**config.mk**
```make
export PLATFORM = sky130hd
export DESIGN_NAME = p2s_arbiter
export DESIGN_NICKNAME = d
export VERILOG_FILES = /design/src/rtl/p2s_arb_pkg.sv /design/src/rtl/rr_arbiter.sv /design/src/rtl/p2s_arbiter.sv
export SDC_FILE = /design/constraint.sdc
export NUM_CORES = 1
export LEC_CHECK = 0
export CAP_MARGIN = 20
export CELL_PAD_IN_SITES_DETAIL_PLACEMENT = 0
export CELL_PAD_IN_SITES_GLOBAL_PLACEMENT = 1
export CORE_AREA = 4 4 104 67
export CTS_BUF_LIST = sky130_fd_sc_hd__clkbuf_8
export CTS_CLUSTER_DIAMETER = 200
export DETAILED_ROUTE_END_ITERATION = 10
export DIE_AREA = 0 0 108 71
export GPL_TIMING_DRIVEN = 0
export PLACE_DENSITY = 0.78
export SLEW_MARGIN = 20
export SYNTH_ARGS = -nofsm -noshare
export SYNTH_HDL_FRONTEND = slang
export SYNTH_SLANG_ARGS = --single-unit
```
**constraint.sdc**
```tcl
create_clock -name clk -period 2.1 [get_ports clk]
set_input_delay 0.525 -clock clk [delete_from_list [all_inputs] [get_ports clk]]
set_output_delay 0.525 -clock clk [all_outputs]
set_load 0.05 [all_outputs]
```
**src/rtl/p2s_arb_pkg.sv**
```systemverilog
// ----------------------------------------------------------------------------
// p2s_arb_pkg
//
// Shared types and helpers for the p2s_arbiter slice.
//   arb_state_t : arbiter FSM state (IDLE = choosing a requester,
//                 LOCKED = one requester owns the serializer until its
//                 last word is accepted or it times out)
//   CNT_W       : width of the word counter and of the idle-timeout counter
//   gid_w()     : width of an encoded requester index, never below 1 bit
// ----------------------------------------------------------------------------
package p2s_arb_pkg;

    typedef enum logic {
        IDLE   = 1'b0,
        LOCKED = 1'b1
    } arb_state_t;

    localparam int CNT_W = 16;

    // Width of an encoded requester index: max(1, $clog2(r)).
    function automatic int gid_w(input int r);
        return (r > 1) ? $clog2(r) : 1;
    endfunction

endpackage

```
**src/rtl/rr_arbiter.sv**
```systemverilog
// ----------------------------------------------------------------------------
// rr_arbiter
//
// Purely combinational round-robin picker. Starting at index ptr and
// searching upward with wrap-around, the first set bit of req wins.
// Holds no state: the caller owns ptr and decides when to advance it,
// so the same block can front any shared resource.
//
// Ports:
//   req       in  [R-1:0]   request vector
//   ptr       in  [GW-1:0]  highest-priority index this cycle (0..R-1)
//   grant     out [R-1:0]   one-hot winner, all zero when req is zero
//   grant_idx out [GW-1:0]  encoded winner, 0 when req is zero
//   any       out           at least one request is present
// ----------------------------------------------------------------------------
module rr_arbiter
    import p2s_arb_pkg::*;
#(
    parameter int  R  = 3,
    localparam int GW = gid_w(R)
) (
    input  logic [R-1:0]  req,
    input  logic [GW-1:0] ptr,
    output logic [R-1:0]  grant,
    output logic [GW-1:0] grant_idx,
    output logic          any
);

    always_comb begin
        int idx;
        grant     = '0;
        grant_idx = '0;
        any       = 1'b0;
        idx       = 0;
        for (int i = 0; i < R; i++) begin
            // Candidate i positions after ptr, wrapped into 0..R-1.
            idx = int'(ptr) + i;
            if (idx >= R) begin
                idx = idx - R;
            end
            if (!any && req[idx]) begin
                any        = 1'b1;
                grant[idx] = 1'b1;
                grant_idx  = GW'(idx);
            end
        end
    end

endmodule

```
**src/rtl/p2s_arbiter.sv**
```systemverilog
// ----------------------------------------------------------------------------
// p2s_arbiter
//
// Shares one p2s serializer between R parallel-word requesters. A grant is
// held for a whole packet (until the word flagged req_last is accepted) so
// multi-word messages never interleave. The word toward the serializer is
// registered; a granted requester that goes quiet mid-packet for TIMEOUT
// consecutive cycles loses its grant (TIMEOUT = 0 disables this).
//
// Handshake semantics (both the req_* side and the par_* side): a word
// transfers on a rising clk edge where valid and ready are both high. The
// producer keeps valid, data and last stable while valid is high and ready
// is low; ready never depends on the same interface's valid.
//
// Ports:
//   clk, rst    clock; synchronous active-high reset
//   req_data    in  [R-1:0][N-1:0] requester words
//   req_valid   in  [R-1:0]        per-requester valid
//   req_last    in  [R-1:0]        final word of a packet, sampled with data
//   req_ready   out [R-1:0]        per-requester ready, at most one bit high
//   par_data    out [N-1:0]        registered word to p2s
//   par_valid   out                registered valid to p2s
//   par_ready   in                 p2s accepts par_data
//   grant_id    out [GID_W-1:0]    current or most recent grantee
//   busy        out                LOCKED or a word still waiting in par_*
//   abort       out                one-cycle pulse after a timeout revoke
//   words_sent  out [15:0]         par handshakes since reset, wrapping
//   dbg_state   out                FSM state, for observation only
// ----------------------------------------------------------------------------
module p2s_arbiter
    import p2s_arb_pkg::*;
#(
    parameter int  N       = 4,
    parameter int  R       = 3,
    parameter int  TIMEOUT = 16,
    localparam int GID_W   = gid_w(R)
) (
    input  logic                  clk,
    input  logic                  rst,
    input  logic [R-1:0][N-1:0]   req_data,
    input  logic [R-1:0]          req_valid,
    input  logic [R-1:0]          req_last,
    output logic [R-1:0]          req_ready,
    output logic [N-1:0]          par_data,
    output logic                  par_valid,
    input  logic                  par_ready,
    output logic [GID_W-1:0]      grant_id,
    output logic                  busy,
    output logic                  abort,
    output logic [CNT_W-1:0]      words_sent,
    output arb_state_t            dbg_state
);

    // Value the idle counter holds on the last tolerated quiet cycle; a
    // further quiet cycle at this value is the TIMEOUT-th one and revokes.
    localparam logic [CNT_W-1:0] TO_LIMIT =
        (TIMEOUT > 0) ? CNT_W'(TIMEOUT - 1) : '0;

    // ------------------------------------------------------------------
    // State
    // ------------------------------------------------------------------
    arb_state_t        state_q, state_d;
    logic [GID_W-1:0]  ptr_q, ptr_d;
    logic [GID_W-1:0]  gid_q, gid_d;
    logic [R-1:0]      gnt_oh_q, gnt_oh_d;
    logic [CNT_W-1:0]  to_cnt_q, to_cnt_d;
    logic [N-1:0]      out_data_q;
    logic              out_valid_q;
    logic              abort_q;
    logic [CNT_W-1:0]  words_q;

    // ------------------------------------------------------------------
    // Combinational helpers
    // ------------------------------------------------------------------
    logic [R-1:0]      arb_gnt;
    logic [GID_W-1:0]  arb_idx;
    logic              arb_any;

    logic [N-1:0]      sel_data;
    logic              sel_valid;
    logic              sel_last;
    logic              slot_free;
    logic              accept;
    logic              expire;
    logic [GID_W-1:0]  next_ptr;

    rr_arbiter #(
        .R (R)
    ) u_rr (
        .req       (req_valid),
        .ptr       (ptr_q),
        .grant     (arb_gnt),
        .grant_idx (arb_idx),
        .any       (arb_any)
    );

    // The grantee's signals, picked with the held one-hot grant (AND-OR).
    always_comb begin
        sel_data  = '0;
        sel_valid = 1'b0;
        sel_last  = 1'b0;
        for (int i = 0; i < R; i++) begin
            if (gnt_oh_q[i]) begin
                sel_data  = sel_data | req_data[i];
                sel_valid = sel_valid | req_valid[i];
                sel_last  = sel_last | req_last[i];
            end
        end
    end

    // The output register can take a word when empty or draining this cycle.
    assign slot_free = !out_valid_q || par_ready;

    // Priority moves to the requester after the one just served.
    assign next_ptr = (gid_q == GID_W'(R - 1)) ? '0 : gid_q + 1'b1;

    // ------------------------------------------------------------------
    // FSM next-state and req_ready
    // ------------------------------------------------------------------
    always_comb begin
        state_d   = state_q;
        ptr_d     = ptr_q;
        gid_d     = gid_q;
        gnt_oh_d  = gnt_oh_q;
        to_cnt_d  = to_cnt_q;
        req_ready = '0;
        accept    = 1'b0;
        expire    = 1'b0;

        case (state_q)
            IDLE: begin
                to_cnt_d = '0;
                if (arb_any) begin
                    state_d  = LOCKED;
                    gid_d    = arb_idx;
                    gnt_oh_d = arb_gnt;
                end
            end

            LOCKED: begin
                // Depends only on held grant, output register and par_ready.
                if (slot_free) begin
                    req_ready = gnt_oh_q;
                end
                accept = sel_valid && slot_free;

                if (sel_valid) begin
                    to_cnt_d = '0;
                end else if (TIMEOUT != 0) begin
                    if (to_cnt_q == TO_LIMIT) begin
                        expire = 1'b1;
                    end else begin
                        to_cnt_d = to_cnt_q + 1'b1;
                    end
                end

                // Expiry needs sel_valid low and acceptance needs it high,
                // so these two never both fire.
                if ((accept && sel_last) || expire) begin
                    state_d  = IDLE;
                    ptr_d    = next_ptr;
                    to_cnt_d = '0;
                end
            end

            default: begin
                state_d = IDLE;
            end
        endcase
    end

    // ------------------------------------------------------------------
    // Registers
    // ------------------------------------------------------------------
    always_ff @(posedge clk) begin
        if (rst) begin
            state_q     <= IDLE;
            ptr_q       <= '0;
            gid_q       <= '0;
            gnt_oh_q    <= '0;
            to_cnt_q    <= '0;
            out_data_q  <= '0;
            out_valid_q <= 1'b0;
            abort_q     <= 1'b0;
            words_q     <= '0;
        end else begin
            state_q  <= state_d;
            ptr_q    <= ptr_d;
            gid_q    <= gid_d;
            gnt_oh_q <= gnt_oh_d;
            to_cnt_q <= to_cnt_d;
            abort_q  <= expire;

            // A load wins over a drain in the same cycle; data only changes
            // on a load, so it stays put while stalled.
            if (accept) begin
                out_data_q  <= sel_data;
                out_valid_q <= 1'b1;
            end else if (par_ready) begin
                out_valid_q <= 1'b0;
            end

            if (out_valid_q && par_ready) begin
                words_q <= words_q + 1'b1;
            end
        end
    end

    // ------------------------------------------------------------------
    // Outputs
    // ------------------------------------------------------------------
    assign par_data   = out_data_q;
    assign par_valid  = out_valid_q;
    assign grant_id   = gid_q;
    assign busy       = (state_q == LOCKED) || out_valid_q;
    assign abort      = abort_q;
    assign words_sent = words_q;
    assign dbg_state  = state_q;

endmodule

```
==> metrics.md, run 1 <==
| Metric | Value |
|---|---|
| Status | `complete, no violations` |
| Finished Cell Area | `3070 sq um` |
| Sw frac | `29.4%` |
| Crit-path max cell delay | `0.82 ns` |
| Metal1 wirelength | `3.04 mm` |
| Post-synth EDFFs | `0` |
| CTS clk-pin slew, worst paths | `0.08 ns` |
| Req. time, crit path | `1.57 ns` |
| Die W | `108 microns` |
| Unrepaired setup endpoints after global routing | `false` |
| Crit path arrival time | `1.51 ns` |
| 1st-iter DRT viols | `126` |
| Lkg Pwr | `1.28 nW` |
| Num CTS Buffers | `5` |
| Met2 wire length | `2.20 mm` |
| DRT Wirelength | `5.73 mm` |
| Placed inst area | `2870 sq um` |
| First-pass GRT wire length | `9.72 mm` |
| Via Count | `2079` |
| Final Hold Fails | `0` |
| Syn Nets | `292` |
| Root Driver | `clkbuf_8` |
| Vias in the first global route | `1921` |
| GP Congestion | `0.788` |
| HPWL after DPL | `4.20 mm` |
| CTS Sinks | `46` |
| Internal power | `1.30 mW` |
| Max Used Layer | `met4` |
| Cell total after placement | `396` |
| Power per cell area | `600 nW/um^2` |
| IO Port Bufs | `47` |
| I/O Pins | `50` |
| Peak supply drop | `0.000275 V` |
| Post-route ant nets | `0` |
| WS Path Type | `register to output port` |
| DRC viols | `0` |
| Synth-to-Final Area Change | `34.7%` |
| Post-CTS Hold Buffers | `0` |
| Gr usage total | `15.7%` |
| TritonRoute pass-1 iters | `4` |
| Die footprint | `7670 sq um` |
| Die Span Y | `71 microns` |
| Max cap viols | `0` |
| Startpoint types | `register` |
| TritonCTS clock tree | `done` |
| Min-Delay Path Class | `register to register` |
| Non-filler cells, final | `409` |
| Slew @ Worst Pin | `0.654 ns` |
| CP max stage cell | `clkdlybuf4s50_1` |
| Worst-path cell chain | `clkdlybuf4s50_1` |
| Seq. cell area | `923 sq um` |
| Max Transition Viols Final | `0` |
| Share of layout cells above drive strength 1 | `12.6%` |
| Vias per inst | `5.08` |
| Slew HR | `56.1%` |
| Period utilization | `96.9%` |
| Peak Freq | `0.491 GHz` |
| Grt total ovfl | `0` |
| Post-synthesis cell type count | `49` |
| Core area | `5970 sq um` |
| Area occupied by multi-input gates | `1330 sq um` |
| Clock buffer depth | `2` |
| Netlist Area Pre-Place | `2280 sq um` |
| CP max FO | `3` |
| Primary FF master, synth | `dfxtp_1` |
| CP top delay family | `buffers and inverters` |
| Mapped Cells | `265` |
| H-Tree Depth | `2` |
| Initial antenna violation count | `0` |
| Clock share of power | `31.1%` |
| Largest net degree at the start of global routing | `14` |
| Worst skew pair latency | `0.31 ns` |
| Seq cells post-synth | `46` |
| DR WL met3 | `441 microns` |
| Syn Area/Cell | `8.59 sq um` |
| Post-synth ARST share | `0%` |
| Nets | `351` |
| Final min period | `2.04 ns` |
| Combinational fraction of design power | `18.5%` |
| Routed WL per cell | `14.0 microns` |
| Layout fillers | `601` |
| Yosys warns | `0` |
| Final setup skew | `0.00731 ns` |
| Final setup violation count | `0` |
| Seq/Total Area, Yosys | `40.4%` |
| Flop pwr share | `50.5%` |
| Rows | `22` |
| Initial Utilization | `38.1%` |
| Buf+Inv Stages, Crit Path | `1` |
| Sw Pwr | `0.542 mW` |
| Antenna Cells | `0` |
| CP endpoint kind | `output port` |
sequential cells by signal, indices dropped and copies added (netlist names):
| signal | cells |
|---|---|
| to_cnt_q | 16 |
| abort | 1 |
| dbg_state | 1 |
| par_valid | 1 |
| ptr_q | 2 |
| par_data | 4 |
| gnt_oh_q | 3 |
| grant_id | 2 |
| words_sent | 16 |
power by group through the flow:
stage	sequential, mW	clock [mW]	combinational [mW]
finish	0.929	0.572	0.340
CTS	0.929	0.586	0.326
global placement	0.949	0	0.320
detailed placement	0.949	0	0.322
global route	0.935	0.617	0.367
floorplan	0.993	0	0.157
what timing repair did:
action / 4_1_cts / 5_1_grt
endpoints found under the hold margin: 0 / 0
gates cloned: 0 / 0
endpoints found under the setup margin: 21 / 20
gates resized for setup: 18 / 32
buffers inserted: 1 / 4
pin swaps: 1 / 5
logic make-up (layout without fill, tap and decap cells):
group | Yosys count | in the layout | share of synthesized area (%)
AOI/OAI and AO/OA | 49 | 49 | 15.6
DFF | 46 | 46 | 40.4
xor gates and xnor gates | 24 | 24 | 9.23
muxes | 6 | 6 | 2.64
buffers and inverters | 22 | 82 | 4.23
adders and majority gates | 6 | 6 | 3.30
and+or+nand+nor | 112 | 112 | 24.6
cell type report:
class	count	area share, %
repair buffers	52	16.9
well taps	84	3.43
clock buffers	6	2.69
multi-input cells	197	43.3
flip-flops and latches	46	30.1
clock inverters	2	0.286
plain buffers	10	1.80
inverters	12	1.47
cell usage in the layout (no fill, tap or decap), types with 6 or more instances in the layout:
| cell | count |
|---|---|
| inv_1 | 13 |
| nor2_1 | 42 |
| nand4_1 | 6 |
| xnor2_1 | 14 |
| dfxtp_1 | 44 |
| nand2_1 | 13 |
| dlygate4sd2_1 | 6 |
| buf_4 | 6 |
| clkdlybuf4s50_1 | 27 |
| nand3_1 | 11 |
| xor2_1 | 10 |
| o21ai_0 | 7 |
| a21oi_1 | 12 |
| a222oi_1 | 6 |
| a211oi_1 | 6 |
| buf_2 | 6 |
| clkbuf_8 | 6 |
| nor3_1 | 6 |
| dlymetal6s2s_1 | 11 |
synthesized netlist by cell type (2+ instances only):
cell      count  area share [%]
a222oi_1      6             2.6
mux2i_1       6             2.6
a211oi_1      6             2.0
buf_2         5             1.1
nor2b_1       2            0.55
inv_1        12             2.0
nor3_1        8             1.8
or3_1         5             1.4
xor2_1       10             3.8
clkbuf_1      2            0.33
xnor2_1      14             5.4
dfxtp_1      46              40
o211a_1       2            0.88
o21a_1        3            0.99
or2b_1        2            0.66
and4_1        4             1.5
a21oi_1      12             2.6
nand2_1      13             2.1
nand2_2       2            0.55
nand4_1       6             1.6
and3_1        5             1.4
ha_1          6             3.3
o21ai_0       7             1.5
nor2_1       42             6.9
nor4_1        3            0.82
nand3_1      11             2.4
buf_1         2            0.33
nor3b_1       2            0.66
stage by stage:
stage | worst slack (ns) | TNS (ns) | utilization, % | hold WS (ns) | total power, mW
2_1_floorplan | -0.120 | -0.353 | - | 0.418 | 1.15
3_3_place_gp | -0.674 | -10.05 | 48.0 | 0.436 | 1.27
3_5_place_dp | -0.695 | -10.42 | 48.0 | 0.439 | 1.27
4_1_cts | -0.172 | -0.461 | 49.9 | 0.453 | 1.84
5_1_grt | 0.00556 | 0 | 51.3 | 0.487 | 1.92
6_report | 0.0645 | 0 | 51.3 | 0.452 | 1.84
final timing paths:
| path | startpoint | endpoint | slack (ns) | cells past startpoint |
|---|---|---|---|---|
| worst max-delay path | words_sent[5]$_SDFFE_PP0P_ | words_sent[5] | 0.06 | 1 |
| worst max register to register | ptr_q[0]$_SDFFE_PP0P_ | gnt_oh_q[0]$_SDFFE_PP0P_ | 0.11 | 8 |
| worst min register to register | to_cnt_q[0]$_SDFFE_PP0P_ | to_cnt_q[0]$_SDFFE_PP0P_ | 0.45 | 1 |
| worst min-delay path | to_cnt_q[0]$_SDFFE_PP0P_ | to_cnt_q[0]$_SDFFE_PP0P_ | 0.45 | 1 |
per-layer routing:
layer / track usage [%] / up-vias
met5: 0 / -
met4: 5.04 / 0
met3: 4.92 / 8
met2: 19.6 / 43
met1: 24.8 / 964
li1: - / 1064
Power figures use the tool's default switching activity.
==> run 2, diff against run 1 <==
Settings changed: CTS_CLUSTER_SIZE set to 14.
==> results of run 2 <==
No change in the layout: final DEF, timing and power equal those of run 1.
